$ cat src/rtl/sound_scheduler.sv
// Speaker arbiter for the digital clock: chime > alarm > key beep, with alarm
// ring/cadence timing, beep timing and square-wave synthesis from the 1 kHz clock.
module sound_scheduler #(
  parameter int ALARM_MS   = 60000,
  parameter int BEEP_MS    = 50,
  parameter int CADENCE_ON = 500
) (
  input  logic       CP_1Khz,
  input  logic       nCR,
  input  logic       Low_sound,
  input  logic       High_sound,
  input  logic       alarm_hit,
  input  logic       alarm_stop,
  input  logic       key_beep,
  input  logic       mute,
  output logic       Speaker,
  output logic [1:0] src,
  output logic       alarm_active,
  output logic [1:0] dbg_state_o
);

  typedef enum logic [1:0] {
    S_IDLE  = 2'd0,
    S_ALARM = 2'd1,
    S_BEEP  = 2'd2
  } state_e;

  localparam logic [1:0] SRC_NONE  = 2'd0;
  localparam logic [1:0] SRC_CHIME = 2'd1;
  localparam logic [1:0] SRC_ALARM = 2'd2;
  localparam logic [1:0] SRC_BEEP  = 2'd3;

  localparam logic [15:0] RING_LAST = 16'(ALARM_MS - 1);
  localparam logic [9:0]  BEEP_LAST = 10'(BEEP_MS - 1);
  localparam logic [9:0]  CAD_LAST  = 10'd999;
  localparam logic [9:0]  CAD_ON    = 10'(CADENCE_ON);

  state_e      state_q, state_d;
  logic [15:0] ring_q, ring_d;
  logic [9:0]  beep_q, beep_d;
  logic [9:0]  cad_q, cad_d;
  logic [1:0]  phase_q, phase_d;
  logic [1:0]  src_q, src_d;
  logic        spk_q, spk_d;
  logic        hit_q, stop_q;
  logic        hit_rise, stop_rise;

  // History resets to 1 so a level already high at reset release is not an edge.
  assign hit_rise  = alarm_hit & ~hit_q;
  assign stop_rise = alarm_stop & ~stop_q;

  always_comb begin
    state_d = state_q;
    ring_d  = '0;
    beep_d  = '0;
    cad_d   = '0;
    case (state_q)
      S_IDLE: begin
        if (hit_rise)      state_d = S_ALARM;
        else if (key_beep) state_d = S_BEEP;
      end
      S_ALARM: begin
        if (stop_rise) begin
          state_d = S_IDLE;
        end else if (hit_rise) begin
          ring_d = '0;
          cad_d  = (cad_q == CAD_LAST) ? 10'd0 : cad_q + 10'd1;
        end else if (ring_q == RING_LAST) begin
          state_d = S_IDLE;
        end else begin
          ring_d = ring_q + 16'd1;
          cad_d  = (cad_q == CAD_LAST) ? 10'd0 : cad_q + 10'd1;
        end
      end
      S_BEEP: begin
        if (hit_rise)                 state_d = S_ALARM;
        else if (key_beep)            beep_d  = '0;
        else if (beep_q == BEEP_LAST) state_d = S_IDLE;
        else                          beep_d  = beep_q + 10'd1;
      end
      default: state_d = S_IDLE;
    endcase
  end

  // Owner and tone are decided from the next state so they land on the same edge.
  always_comb begin
    src_d = SRC_NONE;
    if (Low_sound | High_sound) src_d = SRC_CHIME;
    else if (state_d == S_ALARM) src_d = SRC_ALARM;
    else if (state_d == S_BEEP)  src_d = SRC_BEEP;

    phase_d = (src_d != src_q) ? 2'd0 : phase_q + 2'd1;

    spk_d = 1'b0;
    case (src_d)
      SRC_CHIME: spk_d = High_sound ? ~phase_d[0] : ~phase_d[1];
      SRC_ALARM: spk_d = (cad_d < CAD_ON) & ~phase_d[0];
      SRC_BEEP:  spk_d = ~phase_d[0];
      default:   spk_d = 1'b0;
    endcase
    if (mute) spk_d = 1'b0;
  end

  always_ff @(posedge CP_1Khz) begin
    if (!nCR) begin
      state_q <= S_IDLE;
      ring_q  <= '0;
      beep_q  <= '0;
      cad_q   <= '0;
      phase_q <= '0;
      src_q   <= SRC_NONE;
      spk_q   <= 1'b0;
      hit_q   <= 1'b1;
      stop_q  <= 1'b1;
    end else begin
      state_q <= state_d;
      ring_q  <= ring_d;
      beep_q  <= beep_d;
      cad_q   <= cad_d;
      phase_q <= phase_d;
      src_q   <= src_d;
      spk_q   <= spk_d;
      hit_q   <= alarm_hit;
      stop_q  <= alarm_stop;
    end
  end

  assign Speaker      = spk_q;
  assign src          = src_q;
  assign alarm_active = (state_q == S_ALARM);
  assign dbg_state_o  = state_q;

endmodule

$ cat config.mk
export PLATFORM = sky130hd
export DESIGN_NAME = sound_scheduler
export DESIGN_NICKNAME = d
export VERILOG_FILES = /design/src/rtl/sound_scheduler.sv
export SDC_FILE = /design/constraint.sdc
export NUM_CORES = 1
export LEC_CHECK = 0
export CORE_MARGIN = 2
export CORE_UTILIZATION = 45
export DETAILED_ROUTE_END_ITERATION = 10
export PLACE_DENSITY_LB_ADDON = 0.05
export SLEW_MARGIN = 25
export SYNTH_ARGS = -nofsm -noshare
export SYNTH_HDL_FRONTEND = slang
export SYNTH_SLANG_ARGS = --single-unit
$ cat constraint.sdc
create_clock -name CP_1Khz -period 2.4 [get_ports CP_1Khz]
set_input_delay 0.48 -clock CP_1Khz [delete_from_list [all_inputs] [get_ports CP_1Khz]]
set_output_delay 0.48 -clock CP_1Khz [all_outputs]
set_load 0.005 [all_outputs]
==> run summary, run 1 <==
Worst EP required: 2620 ps
Synth Area per Inst: 9.00 um2
final hold slack: 479 ps
ant diodes: 0
vias in the first global route: 1609
H-tree levels: 2
status: finished with violations
VDD IR-drop max: 0.351 mV
share of layout cells above drive strength 1: 0.197
setup ws final: -248 ps
crit end category: flip-flop
Synth Flop Type: dfxtp_1
synthesized instance count: 224
global-route usage over all layers: 0.169
die area: 0.00503 mm2
hold crit path type: reg -> reg
CTS Buf Count: 5
worst-margin pin slew: 542 ps
Critical Path AT: 2870 ps
post-synthesis net count: 237
most frequent cells in the layout: 47 x nor2_1, 43 x dfxtp_1, 22 x buf_4, 18 x xor2_1
post-layout min period: 2650 ps
largest net degree at the start of global routing: 16
dpl hpwl: 2960 um
CTS tree: yes
Fmax achieved: 0.378 GHz
Tcrit/Tclk final: 1.10
die extent in y: 70.9 um
DIE WIDTH: 70.9 um
number of distinct library cells after synthesis: 45
Starting Density: 0.466
Synth Warn #: 0
CTS clk-pin slew, worst paths: 80 ps
Post-layout nets: 276
drt first pass iters: 4
commonest non-fill, non-tap cell in the layout: nor2_1
PortBufs: 13
pwr/cell area: 526 mW/mm2
Tot Pwr: 1310 uW
clock sink count: 45
Async SR Flop Fraction: 0
Max Cap Viol: 0
GPL Wtd Cong: 0.837
Final Hold Violating Endpoints: 0
Detail Route Antenna Nets: 0
initial antenna violation count: 0
post-synthesis cell area: 0.00202 mm2
1st-iter DRT viols: 56
Post-Place Cells: 307
Worst setup SP type: flip-flop
vias: 1595
clk buf depth: 2
DRC: 0
clock root buffer master: clkbuf_8
post-synthesis sequential area ratio: 0.447
Slew Limit Headroom: 0.634
register area: 903 um2
average wire per standard cell: 12.2 um
vias per cell: 5.05
worst skew pair latency: 290 ps
number of I/O pins: 14
RSZ-0062 raised after global routing: yes
fill count: 397
Synth Register Bits: 45
Setup Skew: 8.70 ps
wirelength, routed: 3840 um
Rows: 24
P&R area growth vs syn: 23.8%
core area: 0.00432 mm2
Final setup viols: 3
number of enable flip-flop cells after synthesis: 0
grt ovf: 0
P_leak: 0.000899 uW
Critical Path Fanout Max: 4
Multi-input gate area: 0.00112 mm2
violated checks: setup timing
first-pass GRT wire length: 6810 um
max-slew violations: 0
critical setup path kind: reg -> reg
final std cells w/o fill: 316
-- report_power, final --
group / leakage, uW / switching (uW) / internal [uW]
clock network: 0.0000450 / 237 / 202
logic: 0.000488 / 45.7 / 60.7
registers: 0.000365 / 10.3 / 757
-- path summary, 6_finish.rpt --
kind / startpoint / to / slack (ps) / cells after the start
max: beep_q[1] / Speaker / -250 / 13
min: phase_q[0] / phase_q[0] / 480 / 1
max reg2reg: beep_q[1] / Speaker / -250 / 13
min reg2reg: phase_q[0] / phase_q[0] / 480 / 1
-- cell type report --
class,instances,area share
clock buffers,6,0.0291
clock inverters,2,0.00401
inverters,7,0.0105
multi-input cells,169,0.450
flip-flops and latches,45,0.362
well taps,52,0.0261
repair buffers,35,0.118
-- cell usage after synthesis, types with 2 or more instances --
cell type / n / area [um2]
nand3_1: 12 / 60.1
a21oi_1: 3 / 15.0
dfxtp_1: 45 / 901
nor2_2: 4 / 25.0
and2_1: 2 / 12.5
inv_1: 7 / 26.3
nor2_1: 47 / 176
nor4bb_1: 2 / 20.0
o21bai_2: 2 / 22.5
nand4_1: 4 / 25.0
nor3b_1: 2 / 15.0
or3_1: 2 / 12.5
nand2b_1: 2 / 12.5
nand2_1: 15 / 56.3
nor3_1: 5 / 25.0
and3_1: 3 / 18.8
nor4_1: 2 / 12.5
ha_1: 5 / 62.6
nor4b_1: 2 / 17.5
xor2_1: 18 / 158
buf_2: 2 / 10.0
xnor2_1: 15 / 131
-- state kept, by name, indices dropped and copies added, names as in the netlist --
signal       count
ring_q          16
beep_q          10
cad_q           10
dbg_state_o      2
phase_q          2
src              2
Speaker          1
hit_q            1
stop_q           1
-- cell families after synthesis --
logic type,share of synthesized area
simple gates,0.299
buf+inv,0.0236
xor+xnor,0.143
fa+ha+maj,0.0310
flops,0.447
compound gates,0.0559
-- metal layers --
metal	up-vias	track usage	share of wire
met5	-	0	0
met4	0	0.0671	0.025
met3	11	0.0484	0.030
met2	27	0.302	0.51
met1	724	0.188	0.43
li1	833	-	-
-- metrics by stage --
stage	worst slack, ps	utilization	cell area [um2]	setup TNS [ps]
final	-248	0.577	2500	-312
after global routing	-412	0.577	2500	-903
after CTS	-286	0.576	2490	-330
after detailed placement	-319	0.545	2350	-633
after global placement	-257	0.545	2350	-363
after floorplan	-61.0	-	2020	-61.0
-- worst max-delay path, stage by stage (launching register included) --
cell and delay, ps:
dfxtp_2 330, inv_2 60, ha_4 110, nor4b_4 180, nand3_1 110, o41a_1 350
o21bai_2 150, nor2_1 60, ha_2 290, nor4b_4 140, a31oi_1 200, o32ai_2 130
a2111o_1 380, a21oi_2 100
-- what timing repair did --
action                     in CTS  in global routing
pin swaps                       2                  0
setup endpoints to repair       3                  3
hold endpoints to repair        0                  0
resized for setup               8                  2
buffers inserted                1                  0
hold buffers                    0                  0
Power figures use the tool's default switching activity.
==> inputs of run 2 (changes only) <==
--- a/config.mk
+++ b/config.mk
@@ -7,8 +7,10 @@
 export LEC_CHECK = 0
 export CORE_MARGIN = 2
 export CORE_UTILIZATION = 45
+export CTS_CLUSTER_SIZE = 25
 export DETAILED_ROUTE_END_ITERATION = 10
 export PLACE_DENSITY_LB_ADDON = 0.05
+export RECOVER_POWER = 50
 export SLEW_MARGIN = 25
 export SYNTH_ARGS = -nofsm -noshare
 export SYNTH_HDL_FRONTEND = slang
==> run summary, run 2 (synthesis results as in run 1) <==
status: finished with violations
violated checks: setup timing
final hold slack: 479 ps (unchanged)
CTS tree: yes
Post-layout nets: 276 (unchanged)
Final Hold Violating Endpoints: 0 (unchanged)
Detail Route Antenna Nets: 0 (unchanged)
CTS clk-pin slew, worst paths: 80 ps (about the same)
grt ovf: 0 (unchanged)
crit end category: flip-flop
PortBufs: 13 (unchanged)
vias in the first global route: 1609 (unchanged)
number of I/O pins: 14 (unchanged)
max-slew violations: 0 (unchanged)
1st-iter DRT viols: 56 (unchanged)
die extent in y: 70.9 um (unchanged)
Worst setup SP type: flip-flop
largest net degree at the start of global routing: 16 (unchanged)
core area: 0.00432 mm2 (unchanged)
DIE WIDTH: 70.9 um (unchanged)
first-pass GRT wire length: 6810 um (unchanged)
average wire per standard cell: 12.2 um (about the same)
P_leak: 0.000903 uW (+0.53%)
Setup Skew: 8.70 ps (unchanged)
P&R area growth vs syn: 23.6%
P_int: 1020 uW (-0.25%)
Tcrit/Tclk final: 1.10 (about the same)
H-tree levels: 2 (unchanged)
initial antenna violation count: 0 (unchanged)
most frequent cells in the layout: 47 x nor2_1, 43 x dfxtp_1, 20 x buf_4, 18 x xor2_1
DRC: 0 (unchanged)
worst-margin pin slew: 542 ps (unchanged)
drt first pass iters: 4 (unchanged)
Critical Path AT: 2870 ps (about the same)
Worst Reg-to-Reg Cells: 13 (unchanged)
fin util: 0.576 (-0.000868)
cell count of the worst hold path: 1 (unchanged)
Reg with most FFs: ring_q
Critical Path Fanout Max: 4 (unchanged)
die area: 0.00503 mm2 (unchanged)
hold endpoint: phase_q[0]
share of layout cells above drive strength 1: 0.193 (-0.00379)
max reg flops: 16 (unchanged)
Worst Setup SP: beep_q[1]
Starting Density: 0.466 (unchanged)
commonest non-fill, non-tap cell in the layout: nor2_1
hold crit path type: reg -> reg
Setup WS pre-CTS: -319 ps (unchanged)
Fmax achieved: 0.378 GHz (about the same)
Clock power frac: 0.335 (about the same)
Post-Place Cells: 307 (unchanged)
CTS Buf Count: 5 (unchanged)
clk buf depth: 2 (unchanged)
critical setup path kind: reg -> reg
vias: 1595 (unchanged)
largest registers: ring_q x16, beep_q x10, cad_q x10
Reg power frac: 0.586 (+0.002)
FF-to-FF setup slack: -250 ps (about the same)
Crit Reg-Reg Endpoint: Speaker
ant diodes: 0 (unchanged)
Tot Pwr: 1310 uW (-0.21%)
Final setup viols: 3 (unchanged)
final std cells w/o fill: 316 (unchanged)
RSZ-0062 raised after global routing: yes
hold path start: phase_q[0]
wirelength, routed: 3840 um (about the same)
worst skew pair latency: 290 ps (about the same)
vias per cell: 5.05 (unchanged)
clock root buffer master: clkbuf_8
fill count: 397 (unchanged)
VDD IR-drop max: 0.351 mV (about the same)
worst r2r src: beep_q[1]
GPL Wtd Cong: 0.837 (unchanged)
Rows: 24 (unchanged)
setup ws final: -248 ps (+0.290 ps)
switching share of power: 0.224 (+0.000298)
Worst EP required: 2620 ps (about the same)
Gate power share: 0.079 (-0.002)
pwr/cell area: 526 mW/mm2 (about the same)
dpl hpwl: 2960 um (unchanged)
CTS Hold Bufs: 0 (unchanged)
sw power: 293 uW (about the same)
post-layout min period: 2650 ps (-0.290 ps)
global-route usage over all layers: 0.169 (unchanged)
Max Cap Viol: 0 (unchanged)
Slew Limit Headroom: 0.634 (unchanged)
clock sink count: 45 (unchanged)
-- run 2: cell count changes in the layout (fill, tap and decap cells not counted) --
cell             delta
buf_4               -2
clkbuf_1            +1
clkbuf_4            +1
clkdlybuf4s50_1     -5
dlygate4sd3_1       +5
-- run 2: worst max path at each step --
stage              end  slack (ps)
3_5_place_dp   Speaker        -320
4_1_cts        Speaker        -290
5_1_grt        Speaker        -410
2_1_floorplan  Speaker         -60
6_report       Speaker        -250
3_3_place_gp   Speaker        -260
-- run 2: layout make-up --
cell class	instances	area, um2	area share
clock buffers	6	72.6	0.0291
clock inverters	2	10.0	0.00402
inverters	7	26.3	0.0105
multi-input cells	169	1120	0.451
flip-flops and latches	45	903	0.362
well taps	52	65.1	0.0261
repair buffers	35	292	0.117
-- run 2: repair_timing --
action / CTS / global route
buffers inserted: 1 / 0
endpoints found under the hold margin: 0 / 0
gates resized for setup: 8 / 2
pin swaps: 2 / 0
endpoints found under the setup margin: 3 / 3
-- run 2: power groups by stage --
stage | clock network (uW) | registers (uW) | logic [uW]
after floorplan | 0 | 783 | 51.6
after global routing | 492 | 769 | 114
after CTS | 459 | 767 | 105
after global placement | 0 | 784 | 92.4
after detailed placement | 0 | 783 | 95.6
final | 439 | 767 | 104
-- run 2: metal layers --
layer | track usage | wire length [um] | vias to the layer above
li1 | - | - | 833
met1 | 0.188 | 1660 | 724
met2 | 0.302 | 1970 | 27
met3 | 0.0484 | 116 | 11
met4 | 0.0671 | 97 | 0
met5 | 0 | 0 | -
-- run 2: worst max-delay path, stage by stage (launching register included) --
cell and delay [ps]:
dfxtp_2 330, inv_2 60, ha_4 110, nor4b_4 180, nand3_1 110, o41a_1 350
o21bai_2 150, nor2_1 60, ha_2 290, nor4b_4 140, a31oi_1 200, o32ai_2 130
a2111o_1 380, a21oi_2 100
-- run 2: stage by stage --
stage | area [um2] | setup TNS [ps]
finish | 2490 | -311
global route | 2490 | -903
CTS | 2490 | -330
detailed placement | 2350 | -633
global placement | 2350 | -363
floorplan | 2020 | -61.0
